$ cat src/rtl/ram_arb_pkg.sv
// ram_arb_pkg: shared types and constants for the two-master RAM arbiter.
//   master_id_t : master index (0 = CPU processor_port, 1 = aux boot loader / DMA)
//   rd_state_t  : read tracker states
//   N_MASTERS   : number of requesters
//   CNT_W       : read latency counter width (RD_LAT is 1..3)
package ram_arb_pkg;

    localparam int N_MASTERS = 2;
    localparam int CNT_W     = 2;

    typedef logic master_id_t;

    localparam master_id_t M_CPU = 1'b0;
    localparam master_id_t M_AUX = 1'b1;

    typedef enum logic [1:0] {
        RD_IDLE  = 2'd0,
        RD_WAIT  = 2'd1,
        RD_READY = 2'd2
    } rd_state_t;

endpackage

$ cat src/rtl/ram_arbiter_if.sv
// ram_arbiter_if: one master's request/response bundle towards the arbiter.
//   addr, wr_data, wr_en, rd_en, rd_ack : master -> arbiter
//   busy, rd_data, rd_ready             : arbiter -> master
// modport master: the requester side; modport slave: the arbiter side.
interface ram_arbiter_if #(
    parameter int ADDR_W = 24,
    parameter int DATA_W = 16
);
    logic [ADDR_W-1:0] addr;
    logic [DATA_W-1:0] wr_data;
    logic              wr_en;
    logic              rd_en;
    logic              busy;
    logic [DATA_W-1:0] rd_data;
    logic              rd_ready;
    logic              rd_ack;

    modport master (
        output addr, wr_data, wr_en, rd_en, rd_ack,
        input  busy, rd_data, rd_ready
    );

    modport slave (
        input  addr, wr_data, wr_en, rd_en, rd_ack,
        output busy, rd_data, rd_ready
    );
endinterface

$ cat src/rtl/ram_arb_rd_tracker.sv
// ram_arb_rd_tracker: per-master read tracker. Follows one outstanding read
// from acceptance to the master's acknowledge and holds the returned data.
//   clk, rst_n   : clock, synchronous active-low reset
//   start        : a read from this master was accepted this cycle
//   rd_ack       : master consumed the read data (honoured only in READY)
//   ram_rd_data  : shared RAM read bus
//   idle         : tracker can take a new read
//   rd_ready     : rd_data is valid
//   rd_data      : holding register for the returned word
module ram_arb_rd_tracker
    import ram_arb_pkg::*;
#(
    parameter int DATA_W = 16,
    parameter int RD_LAT = 1
) (
    input  logic              clk,
    input  logic              rst_n,
    input  logic              start,
    input  logic              rd_ack,
    input  logic [DATA_W-1:0] ram_rd_data,
    output logic              idle,
    output logic              rd_ready,
    output logic [DATA_W-1:0] rd_data
);

    localparam logic [1:0] ST_IDLE  = RD_IDLE;
    localparam logic [1:0] ST_WAIT  = RD_WAIT;
    localparam logic [1:0] ST_READY = RD_READY;

    logic [1:0]        state_q, state_d;
    logic [CNT_W-1:0]  cnt_q, cnt_d;
    logic [DATA_W-1:0] data_q, data_d;
    logic              ready_q, ready_d;

    always_comb begin
        state_d = state_q;
        cnt_d   = cnt_q;
        data_d  = data_q;
        ready_d = ready_q;
        case (state_q)
            ST_IDLE: begin
                // WAIT is entered in the ram_rd_en cycle, so the counter hits
                // zero exactly in the cycle the RAM drives valid data.
                if (start) begin
                    state_d = ST_WAIT;
                    cnt_d   = CNT_W'(RD_LAT);
                end
            end
            ST_WAIT: begin
                if (cnt_q == '0) begin
                    data_d  = ram_rd_data;
                    ready_d = 1'b1;
                    state_d = ST_READY;
                end else begin
                    cnt_d = cnt_q - CNT_W'(1);
                end
            end
            ST_READY: begin
                if (rd_ack) begin
                    ready_d = 1'b0;
                    state_d = ST_IDLE;
                end
            end
            default: state_d = ST_IDLE;
        endcase
    end

    always_ff @(posedge clk) begin
        if (!rst_n) begin
            state_q <= ST_IDLE;
            cnt_q   <= '0;
            data_q  <= '0;
            ready_q <= 1'b0;
        end else begin
            state_q <= state_d;
            cnt_q   <= cnt_d;
            data_q  <= data_d;
            ready_q <= ready_d;
        end
    end

    // The ack cycle is still READY, so it keeps blocking a new read.
    assign idle     = (state_q == ST_IDLE);
    assign rd_ready = ready_q;
    assign rd_data  = data_q;

endmodule

$ cat src/rtl/ram_arbiter.sv
// ram_arbiter: arbitrates the single on-chip RAM port between master 0 (CPU)
// and master 1 (UART boot loader / DMA). One access accepted per cycle; the
// winner sees busy=0 and its request appears registered on ram_* next cycle.
//   clk, rst_n          : clock, synchronous active-low reset
//   m0, m1              : master request/response bundles (slave modport)
//   ram_addr/ram_wr_data/ram_wr_en/ram_rd_en : registered RAM command
//   ram_rd_data         : RAM read data, valid RD_LAT cycles after ram_rd_en
// Build option: define RAM_ARB_FIXED_PRIO_EN for fixed priority (m0 always
// wins a tie, m1 may starve); default is round robin on ties.
module ram_arbiter
    import ram_arb_pkg::*;
#(
    parameter int ADDR_W = 24,
    parameter int DATA_W = 16,
    parameter int RD_LAT = 1
) (
    input  logic              clk,
    input  logic              rst_n,
    ram_arbiter_if.slave      m0,
    ram_arbiter_if.slave      m1,
    output logic [ADDR_W-1:0] ram_addr,
    output logic [DATA_W-1:0] ram_wr_data,
    output logic              ram_wr_en,
    output logic              ram_rd_en,
    input  logic [DATA_W-1:0] ram_rd_data
);

    logic [N_MASTERS-1:0][ADDR_W-1:0] addr_v;
    logic [N_MASTERS-1:0][DATA_W-1:0] wdata_v;
    logic [N_MASTERS-1:0][DATA_W-1:0] rd_data_v;
    logic [N_MASTERS-1:0]             wr_en_v, rd_en_v, rd_ack_v;
    logic [N_MASTERS-1:0]             trk_idle, trk_start, rd_ready_v;
    logic [N_MASTERS-1:0]             elig, gnt, busy_v;
    logic                             grant_vld;
    master_id_t                       winner;

    logic [ADDR_W-1:0] ram_addr_q, ram_addr_d;
    logic [DATA_W-1:0] ram_wr_data_q, ram_wr_data_d;
    logic              ram_wr_en_q, ram_wr_en_d;
    logic              ram_rd_en_q, ram_rd_en_d;

    assign addr_v   = {m1.addr, m0.addr};
    assign wdata_v  = {m1.wr_data, m0.wr_data};
    assign wr_en_v  = {m1.wr_en, m0.wr_en};
    assign rd_en_v  = {m1.rd_en, m0.rd_en};
    assign rd_ack_v = {m1.rd_ack, m0.rd_ack};

`ifndef RAM_ARB_FIXED_PRIO_EN
    master_id_t last_grant_q, last_grant_d;
`endif

    always_comb begin
        // A write is always eligible (write wins over a simultaneous read);
        // a pure read needs an idle tracker.
        for (int i = 0; i < N_MASTERS; i++) begin
            elig[i] = wr_en_v[i] | (rd_en_v[i] & trk_idle[i]);
        end
        grant_vld = |elig;
        if (&elig) begin
`ifdef RAM_ARB_FIXED_PRIO_EN
            winner = M_CPU;
`else
            winner = ~last_grant_q;
`endif
        end else begin
            winner = elig[1] ? M_AUX : M_CPU;
        end

        gnt[0] = grant_vld & (winner == M_CPU);
        gnt[1] = grant_vld & (winner == M_AUX);
        for (int i = 0; i < N_MASTERS; i++) begin
            busy_v[i]    = ~rst_n | ~gnt[i];
            trk_start[i] = gnt[i] & rd_en_v[i] & ~wr_en_v[i];
        end

        ram_wr_en_d   = grant_vld & wr_en_v[winner];
        ram_rd_en_d   = grant_vld & rd_en_v[winner] & ~wr_en_v[winner];
        ram_addr_d    = grant_vld ? addr_v[winner]  : ram_addr_q;
        ram_wr_data_d = grant_vld ? wdata_v[winner] : ram_wr_data_q;
`ifndef RAM_ARB_FIXED_PRIO_EN
        last_grant_d  = grant_vld ? winner : last_grant_q;
`endif
    end

    always_ff @(posedge clk) begin
        if (!rst_n) begin
            ram_addr_q    <= '0;
            ram_wr_data_q <= '0;
            ram_wr_en_q   <= 1'b0;
            ram_rd_en_q   <= 1'b0;
`ifndef RAM_ARB_FIXED_PRIO_EN
            last_grant_q  <= M_AUX;   // m0 wins the first tie
`endif
        end else begin
            ram_addr_q    <= ram_addr_d;
            ram_wr_data_q <= ram_wr_data_d;
            ram_wr_en_q   <= ram_wr_en_d;
            ram_rd_en_q   <= ram_rd_en_d;
`ifndef RAM_ARB_FIXED_PRIO_EN
            last_grant_q  <= last_grant_d;
`endif
        end
    end

    for (genvar i = 0; i < N_MASTERS; i++) begin : g_trk
        ram_arb_rd_tracker #(
            .DATA_W (DATA_W),
            .RD_LAT (RD_LAT)
        ) u_trk (
            .clk         (clk),
            .rst_n       (rst_n),
            .start       (trk_start[i]),
            .rd_ack      (rd_ack_v[i]),
            .ram_rd_data (ram_rd_data),
            .idle        (trk_idle[i]),
            .rd_ready    (rd_ready_v[i]),
            .rd_data     (rd_data_v[i])
        );
    end

    assign m0.busy     = busy_v[0];
    assign m0.rd_ready = rd_ready_v[0];
    assign m0.rd_data  = rd_data_v[0];
    assign m1.busy     = busy_v[1];
    assign m1.rd_ready = rd_ready_v[1];
    assign m1.rd_data  = rd_data_v[1];

    assign ram_addr    = ram_addr_q;
    assign ram_wr_data = ram_wr_data_q;
    assign ram_wr_en   = ram_wr_en_q;
    assign ram_rd_en   = ram_rd_en_q;

endmodule

$ cat src/flat_wrapper.sv
// flat-port wrapper written by rule: the top's interface ports become plain ports
module ram_arbiter_flat import ram_arb_pkg::*;
#(
    parameter int ADDR_W = 24,
    parameter int DATA_W = 16,
    parameter int RD_LAT = 1
)
  (clk, rst_n, ram_addr, ram_wr_data, ram_wr_en, ram_rd_en, ram_rd_data, m0_addr, m0_wr_data, m0_wr_en, m0_rd_en, m0_rd_ack, m0_busy, m0_rd_data, m0_rd_ready, m1_addr, m1_wr_data, m1_wr_en, m1_rd_en, m1_rd_ack, m1_busy, m1_rd_data, m1_rd_ready);
  ram_arbiter_if #(.ADDR_W(ADDR_W), .DATA_W(DATA_W)) m0_i ();
  ram_arbiter_if #(.ADDR_W(ADDR_W), .DATA_W(DATA_W)) m1_i ();
  input  logic clk;
  input  logic rst_n;
  output logic [ADDR_W-1:0] ram_addr;
  output logic [DATA_W-1:0] ram_wr_data;
  output logic ram_wr_en;
  output logic ram_rd_en;
  input  logic [DATA_W-1:0] ram_rd_data;
  input wire logic [$bits(m0_i.addr)-1:0] m0_addr;
  input wire logic [$bits(m0_i.wr_data)-1:0] m0_wr_data;
  input wire logic [$bits(m0_i.wr_en)-1:0] m0_wr_en;
  input wire logic [$bits(m0_i.rd_en)-1:0] m0_rd_en;
  input wire logic [$bits(m0_i.rd_ack)-1:0] m0_rd_ack;
  output wire logic [$bits(m0_i.busy)-1:0] m0_busy;
  output wire logic [$bits(m0_i.rd_data)-1:0] m0_rd_data;
  output wire logic [$bits(m0_i.rd_ready)-1:0] m0_rd_ready;
  input wire logic [$bits(m1_i.addr)-1:0] m1_addr;
  input wire logic [$bits(m1_i.wr_data)-1:0] m1_wr_data;
  input wire logic [$bits(m1_i.wr_en)-1:0] m1_wr_en;
  input wire logic [$bits(m1_i.rd_en)-1:0] m1_rd_en;
  input wire logic [$bits(m1_i.rd_ack)-1:0] m1_rd_ack;
  output wire logic [$bits(m1_i.busy)-1:0] m1_busy;
  output wire logic [$bits(m1_i.rd_data)-1:0] m1_rd_data;
  output wire logic [$bits(m1_i.rd_ready)-1:0] m1_rd_ready;
  assign m0_i.addr = m0_addr;
  assign m0_i.wr_data = m0_wr_data;
  assign m0_i.wr_en = m0_wr_en;
  assign m0_i.rd_en = m0_rd_en;
  assign m0_i.rd_ack = m0_rd_ack;
  assign m0_busy = m0_i.busy;
  assign m0_rd_data = m0_i.rd_data;
  assign m0_rd_ready = m0_i.rd_ready;
  assign m1_i.addr = m1_addr;
  assign m1_i.wr_data = m1_wr_data;
  assign m1_i.wr_en = m1_wr_en;
  assign m1_i.rd_en = m1_rd_en;
  assign m1_i.rd_ack = m1_rd_ack;
  assign m1_busy = m1_i.busy;
  assign m1_rd_data = m1_i.rd_data;
  assign m1_rd_ready = m1_i.rd_ready;
  ram_arbiter #(.ADDR_W(ADDR_W), .DATA_W(DATA_W), .RD_LAT(RD_LAT)) u_core (.clk(clk), .rst_n(rst_n), .m0(m0_i), .m1(m1_i), .ram_addr(ram_addr), .ram_wr_data(ram_wr_data), .ram_wr_en(ram_wr_en), .ram_rd_en(ram_rd_en), .ram_rd_data(ram_rd_data));
endmodule
$ cat config.mk
export PLATFORM = sky130hd
export DESIGN_NAME = ram_arbiter_flat
export DESIGN_NICKNAME = d
export VERILOG_FILES = /design/src/rtl/ram_arb_pkg.sv /design/src/rtl/ram_arbiter_if.sv /design/src/rtl/ram_arb_rd_tracker.sv /design/src/rtl/ram_arbiter.sv /design/src/flat_wrapper.sv
export SDC_FILE = /design/constraint.sdc
export NUM_CORES = 1
export LEC_CHECK = 0
export BUFFER_PORTS_ARGS = -buffer_cell sky130_fd_sc_hd__buf_4
export CORE_ASPECT_RATIO = 0.6
export CORE_MARGIN = 4
export CORE_UTILIZATION = 45
export DETAILED_ROUTE_END_ITERATION = 16
export PLACE_DENSITY_LB_ADDON = 0.05
export SLEW_MARGIN = 10
export SYNTH_ARGS = -nofsm -noshare
export SYNTH_HDL_FRONTEND = slang
export SYNTH_SLANG_ARGS = --single-unit
$ cat constraint.sdc
create_clock -name clk -period 4.25 [get_ports clk]
set_input_delay 0.6375 -clock clk [delete_from_list [all_inputs] [get_ports clk]]
set_output_delay 0.6375 -clock clk [all_outputs]
set_load 0.1 [all_outputs]
==> results.md <==
* Peak VDD IR at ~0.24 mV
* Drt initial violations at 207
* DR pass1 iterations at 4
* Inserted Diodes at 0
* Mapped Nets at 460
* Clock Tree Buf Depth at 2
* Hold Crit Class: register to register
* CP Max Fanout at 44
* CP bufs+invs at 5
* Area share of fa/ha/maj cells after synthesis at 0.741%
* Clock power frac at a little under a third
* GPL Wtd Cong at around 0.72
* Final net count at roughly 630
* Area delta synth->final at 49.5%
* Crit-path slowest cell: buf_4
* Global-route wire length before repair at between 10 and 15 mm
* Largest net degree at the start of global routing at between 40 and 50
* Post-CTS sizing at 0
* Initial cell density of the core at approximately 46%
* FF+latch count, synth at between 80 and 90
* Syn_area_per_cell at roughly 9.5 um2
* # fillers at between 500 and 600
* Max Cap Viol at 0
* Vias in the first global route at roughly 3000
* Die Area at around 0.0090 mm2
* Multi-input gate area at around 0.0015 mm2
* Post-synth ARST share at 0%
* I/O pin total at roughly 180
* GR Overflow Total at 0
* CTS H-tree depth at 3
* Final Max Slew Viols at 0
* Startpoint Class: primary input
* Share of cells above drive strength 1 at 38.0%
* Clk_skew at 0.00460 ns
* Largest family of logic cells by synthesized area: compound AO/OA/AOI/OAI gates
* Origin of the worst setup path: rst_n
* Slew @ Worst Pin at 1.13 ns
* DRC viols at 0
* Critical path's most frequent cell: buf_4
* Rel. slew slack at roughly a quarter
* Register-to-Register Path Depth at 5
* Final period utilization at between 60% and 70%
* TritonCTS Buffers at 9
* Reg clk slew, reported paths at about 0.06 ns
* CTS tree: built
* Seq/Total Area, Yosys at 50.4%
* Mapped Cells at between 300 and 400
* Sequential cell fraction of total power at 38.6%
* WHS Path Cells at 1
* Final Non-Filler Cells at between 600 and 700
* Crit Path Class: primary input to output port
* Worst setup margin at between 1 and 1.5 ns
* Combinational share of power at 30.1%
* Die Y-Extent at 75.1 um
* Initial antenna violation count at 0
* Reg-to-Reg Start: u_core.g_trk[1].u_trk.state_q[1]$_SDFFE_PN0P_
* Final hold slack at 0.437 ns
* Register Area at about 0.0017 mm2
* Total power draw at around 0.0023 W
* Multiplexer area fraction after synthesis at around 12%
* Final Hold Fails at 0
* Post-CTS setup buffers at 0
* Synth Flop Type: dfxtp_1
* Fmax at 0.352 GHz
* CP endpoint: m0_busy
* Cell accounting for the most synthesized area: dfxtp_1
* Clk sinks at between 80 and 90
* Crit path max-delay family: buffers and inverters
* Core Area at ~0.0073 mm2
* Largest stage delay, worst path at 0.38 ns
* Met1 Usage GRT at about a quarter
* Sw Share at a little over a third
* Count leader, synth: dfxtp_1
* Via count at around 3100
* RSZ-0062 raised after global routing: false
* CTS hold repair buffers at 0
* Yosys cell types at 32
* M3 GR Usage at 7.13%
* Post-DRT Antenna Nets at 0
* Row count at 24
* Pint at between 0.001 and 0.0015 W
* Leak at approximately 2.3 nW
* Placed Cells at 618
* Drt wl/cell at ~14 um
* Data required, critical path at between 3 and 4 ns
* Psw at roughly 0.00080 W
* Worst path arrival time at roughly 2.2 ns
* GRT Total Usage at between 10% and 20%
* Synth warn at 0
* Mapped cell area at 0.00338 mm2
* Crit. End Element: output port
* Clock root cell: clkbuf_16
* Top cell type's share of synthesized area at about half
* DR vias/cell at between 4 and 5
* Minimum clock period at between 2 and 3 ns
* Port buffer count at roughly 180
* DPL Wire Length at between 6 and 7 mm
* Pre-CTS WS at 1.43 ns
* Post-Synth Simple-Gate Area at ~14%
* Crit Reg-Reg Endpoint: u_core.ram_addr[23]$_SDFFE_PN0N_
* Final Setup Violations at 0
* Worst path cell trace: buf_4, clkinv_1, buf_4, a21o_1, buf_4, nand2b_1, buf_4
* R2R Setup Slk at around 2.2 ns
* Synth Area in Compound Gates at 18.4%
* Setup_tns at 0 ns
* WL final at 9.08 mm
* GR Util met2 at about a third
* CP Depth at 7
* Status: completed
* Width of the chip at around 120 um
* Commonest cells in the netlist: 85 x dfxtp_1, 72 x nand2_1, 42 x a21oi_1, 41 x mux2i_1, 40 x o2bb2ai_1
* Synth Area in XOR/XNOR at 0%
* PwrDens at between 400 and 500 mW/mm2
* Clk_lat worst skew at around 0.32 ns
* Synth area leaders: dfxtp_1 50%, mux2i_1 12%, o2bb2ai_1 10%, nand2_1 8.0%, a21oi_1 6.2%
* Busiest layer in global routing: met2
* Number of synthesized flops with an enable pin at 0
-- area by class of cell --
cell class	count	area share, %
clock inverter	1	0.0991
tap	104	2.58
timing repair buffer	185	27.5
sequential	85	33.7
multi-input combinational	239	30.3
inverter	5	0.372
clock buffer	14	5.43
-- worst reg2reg max path, stage by stage, from the launching register on --
cell and delay [ns]:
dfxtp_1 0.48, nor3b_1 0.13, o211ai_1 0.30, buf_4 0.58, mux2i_1 0.38, o2bb2ai_1 0.10
-- cell families (layout without fill, tap and decap cells) --
kind of cell             count (synthesis)  in the layout
buffers and inverters                   30            205
AND/OR/NAND/NOR                        106            106
adder cells (fa/ha/maj)                  2              2
multiplexers                            41             41
AO/OA/AOI/OAI                           90             90
flip-flops                              85             85
-- routing by layer --
metal	wire length (um)	up-vias
li1	-	1590
met3	718	6
met5	0	-
met1	4020	1403
met2	4280	107
met4	63	0
-- power groups by stage --
stage | clock (W) | sequential [W] | combinational [W]
2_1_floorplan | 0 | 0.00124 | 0.000158
3_3_place_gp | 0 | 0.000896 | 0.000685
3_5_place_dp | 0 | 0.000898 | 0.000692
4_1_cts | 0.000736 | 0.000881 | 0.000692
5_1_grt | 0.000771 | 0.000888 | 0.000718
6_report | 0.000715 | 0.000881 | 0.000688
-- registers in the layout, indices dropped and copies added, names as in the netlist --
register	cells
u_core.g_trk.u_trk.rd_data	32
u_core.last_grant_q	1
u_core.ram_addr	24
u_core.g_trk.u_trk.state_q	4
u_core.ram_wr_data	16
u_core.g_trk.u_trk.rd_ready	2
u_core.ram_wr_en	1
u_core.g_trk.u_trk.cnt_q	4
u_core.ram_rd_en	1
-- worst min path at each step --
stage / from / endpoint / slack, ns
2_1_floorplan: u_core.g_trk[1].u_trk.cnt_q[0]$_SDFFE_PN0P_ / u_core.g_trk[1].u_trk.cnt_q[0]$_SDFFE_PN0P_ / 0.42
3_3_place_gp: u_core.g_trk[1].u_trk.cnt_q[0]$_SDFFE_PN0P_ / u_core.g_trk[1].u_trk.cnt_q[0]$_SDFFE_PN0P_ / 0.43
3_5_place_dp: u_core.g_trk[1].u_trk.cnt_q[0]$_SDFFE_PN0P_ / u_core.g_trk[1].u_trk.cnt_q[0]$_SDFFE_PN0P_ / 0.44
4_1_cts: u_core.g_trk[1].u_trk.cnt_q[0]$_SDFFE_PN0P_ / u_core.g_trk[1].u_trk.cnt_q[0]$_SDFFE_PN0P_ / 0.44
5_1_grt: u_core.g_trk[1].u_trk.cnt_q[0]$_SDFFE_PN0P_ / u_core.g_trk[1].u_trk.cnt_q[0]$_SDFFE_PN0P_ / 0.46
6_report: u_core.g_trk[1].u_trk.cnt_q[0]$_SDFFE_PN0P_ / u_core.g_trk[1].u_trk.cnt_q[0]$_SDFFE_PN0P_ / 0.44
-- through the flow --
stage                     util (%)  cell area, um2
final                         69.5            5050
after global placement        65.7            4770
after global routing          69.5            5050
after detailed placement      65.7            4770
after floorplan                  -            3380
after CTS                     69.5            5050
-- cells in the final DEF, fill, tap and decap left out, types with 2 or more instances in the layout --
cell	n
clkbuf_16	9
mux2i_1	41
dfxtp_1	85
nor2_1	15
nand2b_1	4
nand2_1	72
clkbuf_8	3
nor3b_1	3
clkbuf_1	2
nand3_1	2
a21oi_1	42
nor2b_1	2
inv_1	4
ha_1	2
buf_4	185
o2bb2ai_1	40
or2_2	2
(Power assumes the default switching activity.)
